`config.mk`:
```
export PLATFORM = sky130hd
export DESIGN_NAME = alu_issue_stage
export DESIGN_NICKNAME = d
export VERILOG_FILES = /design/src/rtl/alu_issue_stage.sv
export SDC_FILE = /design/constraint.sdc
export NUM_CORES = 1
export LEC_CHECK = 0
export ABC_AREA = 1
export CAP_MARGIN = 20
export CORE_ASPECT_RATIO = 1.4
export CORE_MARGIN = 3
export CORE_UTILIZATION = 52
export DETAILED_ROUTE_END_ITERATION = 16
export PLACE_DENSITY = 0.95
export SYNTH_ARGS = -nofsm -noshare
export SYNTH_HDL_FRONTEND = slang
export SYNTH_SLANG_ARGS = --single-unit
export TNS_END_PERCENT = 20
```
`constraint.sdc`:
```
create_clock -name clk -period 4.58 [get_ports clk]
set_clock_uncertainty 0.1 [all_clocks]
set_input_delay 0.916 -clock clk [delete_from_list [all_inputs] [get_ports clk]]
set_output_delay 0.916 -clock clk [all_outputs]
set_load 0.01 [all_outputs]
```
`src/rtl/alu_issue_stage.sv`:
```
// rtl/alu_issue_stage.sv - RV32I ALU issue stage: decode into an output register with optional skid buffer
module alu_issue_stage #(
  parameter int unsigned SKID_EN = 1
) (
  input  logic        clk,
  input  logic        reset,
  input  logic        flush,
  input  logic        in_valid,
  output logic        in_ready,
  input  logic [31:0] instr,
  input  logic [31:0] pc,
  input  logic [31:0] rs1_data,
  input  logic [31:0] rs2_data,
  output logic        out_valid,
  input  logic        out_ready,
  output logic [3:0]  control,
  output logic [31:0] left_operand,
  output logic [31:0] right_operand,
  output logic [4:0]  rd,
  output logic        illegal
);

  // ALU operation codes shared with the execute stage
  localparam logic [3:0] ALU_ADD  = 4'd0;
  localparam logic [3:0] ALU_SUB  = 4'd1;
  localparam logic [3:0] ALU_SLL  = 4'd2;
  localparam logic [3:0] ALU_SLT  = 4'd3;
  localparam logic [3:0] ALU_SLTU = 4'd4;
  localparam logic [3:0] ALU_XOR  = 4'd5;
  localparam logic [3:0] ALU_SRL  = 4'd6;
  localparam logic [3:0] ALU_SRA  = 4'd7;
  localparam logic [3:0] ALU_OR   = 4'd8;
  localparam logic [3:0] ALU_AND  = 4'd9;

  // RV32I major opcodes
  localparam logic [6:0] OP_REG    = 7'b0110011;
  localparam logic [6:0] OP_IMM    = 7'b0010011;
  localparam logic [6:0] OP_LUI    = 7'b0110111;
  localparam logic [6:0] OP_AUIPC  = 7'b0010111;
  localparam logic [6:0] OP_LOAD   = 7'b0000011;
  localparam logic [6:0] OP_STORE  = 7'b0100011;
  localparam logic [6:0] OP_BRANCH = 7'b1100011;
  localparam logic [6:0] OP_JAL    = 7'b1101111;
  localparam logic [6:0] OP_JALR   = 7'b1100111;

  localparam logic [6:0] F7_BASE = 7'b0000000;
  localparam logic [6:0] F7_ALT  = 7'b0100000;

  localparam bit USE_SKID = (SKID_EN != 0);

  typedef struct packed {
    logic        illegal;
    logic [3:0]  control;
    logic [4:0]  rd;
    logic [31:0] left;
    logic [31:0] right;
  } issue_t;

  localparam issue_t EMPTY_ENTRY = '{illegal: 1'b0, control: ALU_ADD, rd: 5'd0,
                                     left: 32'd0, right: 32'd0};

  // Instruction fields and immediates
  logic [6:0]  opcode;
  logic [2:0]  funct3;
  logic [6:0]  funct7;
  logic [31:0] imm_i;
  logic [31:0] imm_s;
  logic [31:0] imm_u;
  logic [31:0] shamt;
  logic        is_shift;

  assign opcode   = instr[6:0];
  assign funct3   = instr[14:12];
  assign funct7   = instr[31:25];
  assign imm_i    = {{20{instr[31]}}, instr[31:20]};
  assign imm_s    = {{20{instr[31]}}, instr[31:25], instr[11:7]};
  assign imm_u    = {instr[31:12], 12'b0};
  assign shamt    = {27'd0, instr[24:20]};
  assign is_shift = (funct3 == 3'b001) || (funct3 == 3'b101);

  logic [3:0] arith_ctrl;
  logic [3:0] branch_ctrl;
  logic       branch_ok;

  // funct3 to ALU operation for register and immediate arithmetic; funct7[5] picks SRA over SRL
  always_comb begin
    arith_ctrl = ALU_ADD;
    case (funct3)
      3'b000: arith_ctrl = ALU_ADD;
      3'b001: arith_ctrl = ALU_SLL;
      3'b010: arith_ctrl = ALU_SLT;
      3'b011: arith_ctrl = ALU_SLTU;
      3'b100: arith_ctrl = ALU_XOR;
      3'b101: arith_ctrl = funct7[5] ? ALU_SRA : ALU_SRL;
      3'b110: arith_ctrl = ALU_OR;
      3'b111: arith_ctrl = ALU_AND;
      default: arith_ctrl = ALU_ADD;
    endcase
  end

  // Branch compare selection: equality via SUB, signed and unsigned ordering via SLT/SLTU
  always_comb begin
    branch_ctrl = ALU_SUB;
    branch_ok   = 1'b1;
    case (funct3)
      3'b000, 3'b001: branch_ctrl = ALU_SUB;
      3'b100, 3'b101: branch_ctrl = ALU_SLT;
      3'b110, 3'b111: branch_ctrl = ALU_SLTU;
      default: begin
        branch_ctrl = ALU_ADD;
        branch_ok   = 1'b0;
      end
    endcase
  end

  issue_t dec;
  logic   dec_bad;

  // Full decode of the incoming instruction into an ALU request
  always_comb begin
    dec         = EMPTY_ENTRY;
    dec.rd      = instr[11:7];
    dec_bad     = 1'b0;
    case (opcode)
      OP_REG: begin
        dec.left  = rs1_data;
        dec.right = rs2_data;
        if (funct7 == F7_BASE) begin
          dec.control = arith_ctrl;
        end else if (funct7 == F7_ALT && funct3 == 3'b000) begin
          dec.control = ALU_SUB;
        end else if (funct7 == F7_ALT && funct3 == 3'b101) begin
          dec.control = ALU_SRA;
        end else begin
          dec_bad = 1'b1;
        end
      end
      OP_IMM: begin
        dec.control = arith_ctrl;
        dec.left    = rs1_data;
        dec.right   = is_shift ? shamt : imm_i;
      end
      OP_LUI: begin
        dec.left  = 32'd0;
        dec.right = imm_u;
      end
      OP_AUIPC: begin
        dec.left  = pc;
        dec.right = imm_u;
      end
      OP_LOAD: begin
        dec.left  = rs1_data;
        dec.right = imm_i;
      end
      OP_STORE: begin
        dec.left  = rs1_data;
        dec.right = imm_s;
      end
      OP_BRANCH: begin
        dec.control = branch_ctrl;
        dec.left    = rs1_data;
        dec.right   = rs2_data;
        dec_bad     = !branch_ok;
      end
      OP_JAL, OP_JALR: begin
        dec.left  = pc;
        dec.right = 32'd4;
      end
      default: dec_bad = 1'b1;
    endcase
    // Undecodable entries still issue, but as a harmless ADD of zeros
    if (dec_bad) begin
      dec.illegal = 1'b1;
      dec.control = ALU_ADD;
      dec.left    = 32'd0;
      dec.right   = 32'd0;
    end
  end

  // Buffering: output register plus an optional skid register behind it
  issue_t out_q;
  issue_t skid_q;
  logic   out_valid_q;
  logic   skid_valid_q;
  logic   in_xfer;
  logic   out_free;

  assign in_ready = USE_SKID ? !skid_valid_q : (!out_valid_q || out_ready);
  assign in_xfer  = in_valid && in_ready && !flush;
  assign out_free = !out_valid_q || out_ready;

  // Output register refills from the skid entry first so ordering is preserved
  always_ff @(posedge clk) begin
    if (reset) begin
      out_valid_q <= 1'b0;
      out_q       <= EMPTY_ENTRY;
    end else if (flush) begin
      out_valid_q <= 1'b0;
    end else if (out_free) begin
      if (USE_SKID && skid_valid_q) begin
        out_q       <= skid_q;
        out_valid_q <= 1'b1;
      end else if (in_xfer) begin
        out_q       <= dec;
        out_valid_q <= 1'b1;
      end else begin
        out_valid_q <= 1'b0;
      end
    end
  end

  // Skid register catches the one extra entry accepted while the output is stalled
  always_ff @(posedge clk) begin
    if (reset) begin
      skid_valid_q <= 1'b0;
      skid_q       <= EMPTY_ENTRY;
    end else if (flush) begin
      skid_valid_q <= 1'b0;
    end else if (out_free) begin
      skid_valid_q <= 1'b0;
    end else if (USE_SKID && in_xfer) begin
      skid_q       <= dec;
      skid_valid_q <= 1'b1;
    end
  end

  assign out_valid     = out_valid_q;
  assign control       = out_q.control;
  assign left_operand  = out_q.left;
  assign right_operand = out_q.right;
  assign rd            = out_q.rd;
  assign illegal       = out_q.illegal;

endmodule

```
# Yosys cells after proc, flatten, opt, wreduce, memory -nomap -nowiden
# Cells that the tools add are included.
# word_totals
regBits	150
input_bits	133
output_inout_bits	76
elab_cells	75
# classes
n_eq_ne	17
n_mux	20
bitwise	2
reduce_logical	24
# op_table
op	count
64-bit one-hot mux with 7 select lines	1
74-bit 2-to-1 mux	2
64-bit 2-to-1 mux	1
32-bit 2-to-1 mux	1
4-bit one-hot mux with 8 select lines	1
7-bit by 6-bit == test with 1-bit output, second input constant	4
7-bit == test, second input constant	3
7-bit by 5-bit == test with 1-bit output, second input constant	2
3-bit == test, second input constant	4
4-bit one-hot mux with 3 select lines	1
2-bit OR reduction	6
3-bit one-hot mux with 3 select lines	1
7-bit by 2-bit == test with 1-bit output, second input constant	1
7-bit zero test	1
1-bit 2-to-1 mux	7
7-bit OR reduction	1
3-bit by 2-bit == test with 1-bit output, second input constant	2
3-bit 2-to-1 mux	2
3-bit AND reduction	2
6-bit OR reduction	1
5-bit 2-to-1 mux	1
1-bit logical AND	4
1-bit zero test	4
4-bit 2-to-1 mux	1
other kinds (7)	9

# Longest topological paths before layout
# logic_depth
depth_word	9
ltp_mapped	13
depth_no_buf	11

# Least setup slack after synthesis
# No wires, ideal clock.
# synth_path
path_kind	input to register
start	input port instr[3]
end	register skid_q[49] (netlist bit)
setup_ns	0.128
arrival_ns	2.092
required_ns	4.352
slack_ns	2.260
stages	10
n_path_buf	2
cell_sequence	nor2_1 > nand2_1 > nor2_1 > inv_1 > nor2_2 > nor2_4 > buf_4 > buf_4 > nand2_1 > a21oi_1
# synth_between
elab_chain_len	4
elab_cells_between_ends	15
cone_classes	eq/ne: 9; mux: 3; reduce/logical: 3
# synth_lines
element	line	source
start: declaration	10	input logic [31:0] instr,
7-bit == test (tied with other cells)	124	case (opcode)
7-bit OR reduction (no line) / 2-bit OR reduction (equally long branches)	-	
1-bit one-hot mux with 3 select lines / 64-bit one-hot mux with 7 select lines (equally long branches)	124	
64-bit 2-to-1 mux (*)	172	if (dec_bad) begin
end signal: assignment	216	skid_q <= EMPTY_ENTRY;
end signal: assignment	222	skid_q <= dec;
end: declaration	182	issue_t skid_q;
# Every way passes the cells marked *; elsewhere a longest branch is shown, timed or not.
# A chain may end at the register's enable or synchronous reset.

# Final worst setup path
# layout_path
start	input port instr[1]
end	register skid_q[26] (netlist bit)
# Same word-level chain as after synthesis.

==> metrics.yaml <==
drtAntennaViolNets: 0
required_ns: 4.81
sequentialPowerShare_pct: 43.4
total_switching_power_uw: 770.5
final.fill_count: 1041
finalNetCount: 1349
grt_use_total_pct: 30.09
cts_sinks: 150
total_power_mw: 3.147
clock_latency_ns: 0.42
cts_setup_buffers: 0
cts_repair_resize_count: 0
crit_arrival_ns: 3.24
setup_viol: 0
ys_seq_elements: 150
dpl_worst_slack_ns: 1.272
max-cap-violations: 0
yosysWarnings: 0
p_per_area_nw_per_um2: 316.1
rsz0062_at_grt: "no"
drive_above_1_share_pct: 7.730
power_frac_clock_pct: 44.8
core_um2: 13640
setup_slack_ns: 1.569
numPortBuffers: 208
grt_pass1_wl_um: 38460
cts-root-buf: "clkbuf_16"
wl_um: 24300
top_layer: "met4"
die-area_um2: 15650
hold_viol_final: 0
swShare_pct: 24.48
synth_cell_types: 28
dr_wl_met2_um: 12130
slew_headroom_pct: 40.06
wl_per_cell_um: 17.22
power_frac_comb_pct: 11.8
start_util_pct: 54.01
fin_crit_ns: 3.011
worst_setup_path_start_kind: "input port"
worst_pin_slew_ns: 0.8991
finalCoreUtilization_pct: 73.00
diodes: 0
ctsHtreeMaxLevel: 4
fin_crit_sh_pct: 65.73
ys_seq_area_share_pct: 40.77
die_w_um: 106.6
drt-initial-drc-count: 776
grt_max_degree: 101
overflow: 0
peakVddDrop_v: 0.0002176
wl_met1_um: 8573
rrSetupSlack_ns: 1.99
syn_avg_cell_area_um2: 6.936
drc: 0
crit_type: "in -> reg"
cts_buffer_depth: 2
syn_to_final_growth_pct: 35.16
syn_inst: 1062
antenna_found_initial: 0
power_leakage_nw: 3.844
ios: 209
grt_pass1_vias: 7818
hold_path_class: "reg -> reg"
num_vias: 8275
slew_violations: 0
path_max_fanout: 21
internal_power_mw: 2.376
status: "finished clean"
clk_pin_slew_ns: 0.06
cts_buffers: 17
cts_tree: "built"
tns_ns: 0
dp_hpwl_um: 15280
max_freq_mhz: 332.2
gp_congestion: 0.8882
vias_per_cell: 5.865
fp-row-count: 50
synth.cell_area_um2: 7366
layout.cells.most_common: "nand2_1"
firstDrtPassIters: 6
wl_met3_um: 2503
final_cell_mix: "274 x nand2_1, 209 x a21oi_1, 208 x clkdlybuf4s50_1"
cts_hold_buffers: 0
end_kind: "flop"
die_y_um: 146.8
syn_nets: 1195
[kinds of logic (layout without fill, tap and decap cells)]
logic type,after synthesis,after routing,share of synthesized area (%)
buffers and inverters,118,285,7.695
flip-flops,150,150,40.77
AND/OR/NAND/NOR,418,418,25.60
AO/OA/AOI/OAI,376,376,25.94
[cell usage after synthesis]
cell,count,area [µm²]
o21ai_1,1,5.000
o21ai_0,152,760.7
a21oi_2,1,8.760
nor2_2,2,12.51
o211ai_1,5,37.54
buf_8,6,90.09
nor3_1,1,5.000
a31oi_1,5,31.28
buf_1,1,3.750
buf_2,15,75.07
o31ai_1,1,7.510
nor3_4,1,16.27
buf_4,4,30.03
buf_6,3,33.78
o21bai_1,1,7.510
inv_1,23,86.33
nand3_1,71,355.3
a21oi_1,209,1046
nand3_2,31,310.3
o22ai_1,1,6.260
nand4_1,1,6.260
dfxtp_1,150,3003
inv_2,6,22.52
nor2_1,34,127.6
clkbuf_1,60,225.2
nor2_4,1,11.26
nand2_1,274,1028
nand2_2,2,12.51
[per-stage QoR]
step / hold WS, ns / area, µm² / std cells
finish: 0.3846 / 9956 / 1411
detailed placement: 0.3750 / 9359 / 1379
global placement: 0.3669 / 9359 / 1379
CTS: 0.3883 / 9956 / 1411
floorplan: 0.3554 / 7366 / 1062
global route: 0.4229 / 9956 / 1411
[layer usage]
metal / vias to the layer above / track usage [%]
li1: 3907 / -
met1: 3764 / 35.40
met2: 523 / 50.76
met3: 81 / 7.121
met4: 0 / 15.23
met5: - / 0
[critical path, stage by stage]
cell and delay (ns):
clkdlybuf4s50_1 0.46, nand2_1 0.09, inv_2 0.08, nand2_1 0.11, nor2_2 0.22, nand2_1 0.09
nand2_2 0.12, nand2_1 0.50, nand3_1 0.34, nand2_1 0.11, a21oi_1 0.19
[layout make-up]
cell class	instances	area [µm²]	share of cell area (%)
Timing Repair Buffer	224	2215	22.24
Clock buffer	19	452.9	4.549
Multi-Input combinational cell	794	3800	38.17
Tap cell	182	227.7	2.287
Sequential cell	150	3004	30.17
Inverter	29	112.6	1.131
Clock inverter	13	143.9	1.445
[flip-flops by register name, indices dropped and copies added (netlist names)]
| register | flops |
|---|---|
| skid_valid_q | 1 |
| out_valid | 1 |
| skid_q | 74 |
| illegal | 1 |
| left_operand | 32 |
| control | 4 |
| right_operand | 32 |
| rd | 5 |
[worst paths after layout]
| kind | depth (start not counted) | start | endpoint |
|---|---|---|---|
| min reg2reg | 2 | skid_q[66]$_SDFFE_PP0P_ | rd[2]$_SDFFE_PP0P_ |
| max | 11 | instr[1] | skid_q[26]$_SDFFE_PP0P_ |
| max reg2reg | 7 | skid_valid_q$_SDFFE_PP0P_ | skid_q[26]$_SDFFE_PP0P_ |
| min | 2 | skid_q[66]$_SDFFE_PP0P_ | rd[2]$_SDFFE_PP0P_ |
[power by group through the flow]
stage               combinational (mW)  clock [mW]  sequential, mW
finish                           0.371        1.41            1.37
global route                     0.400        1.48            1.37
CTS                              0.369        1.41            1.36
detailed placement               0.364           0            1.39
global placement                 0.359           0            1.39
floorplan                        0.132           0            1.41
No activity file was read; power rests on OpenSTA's default activity.
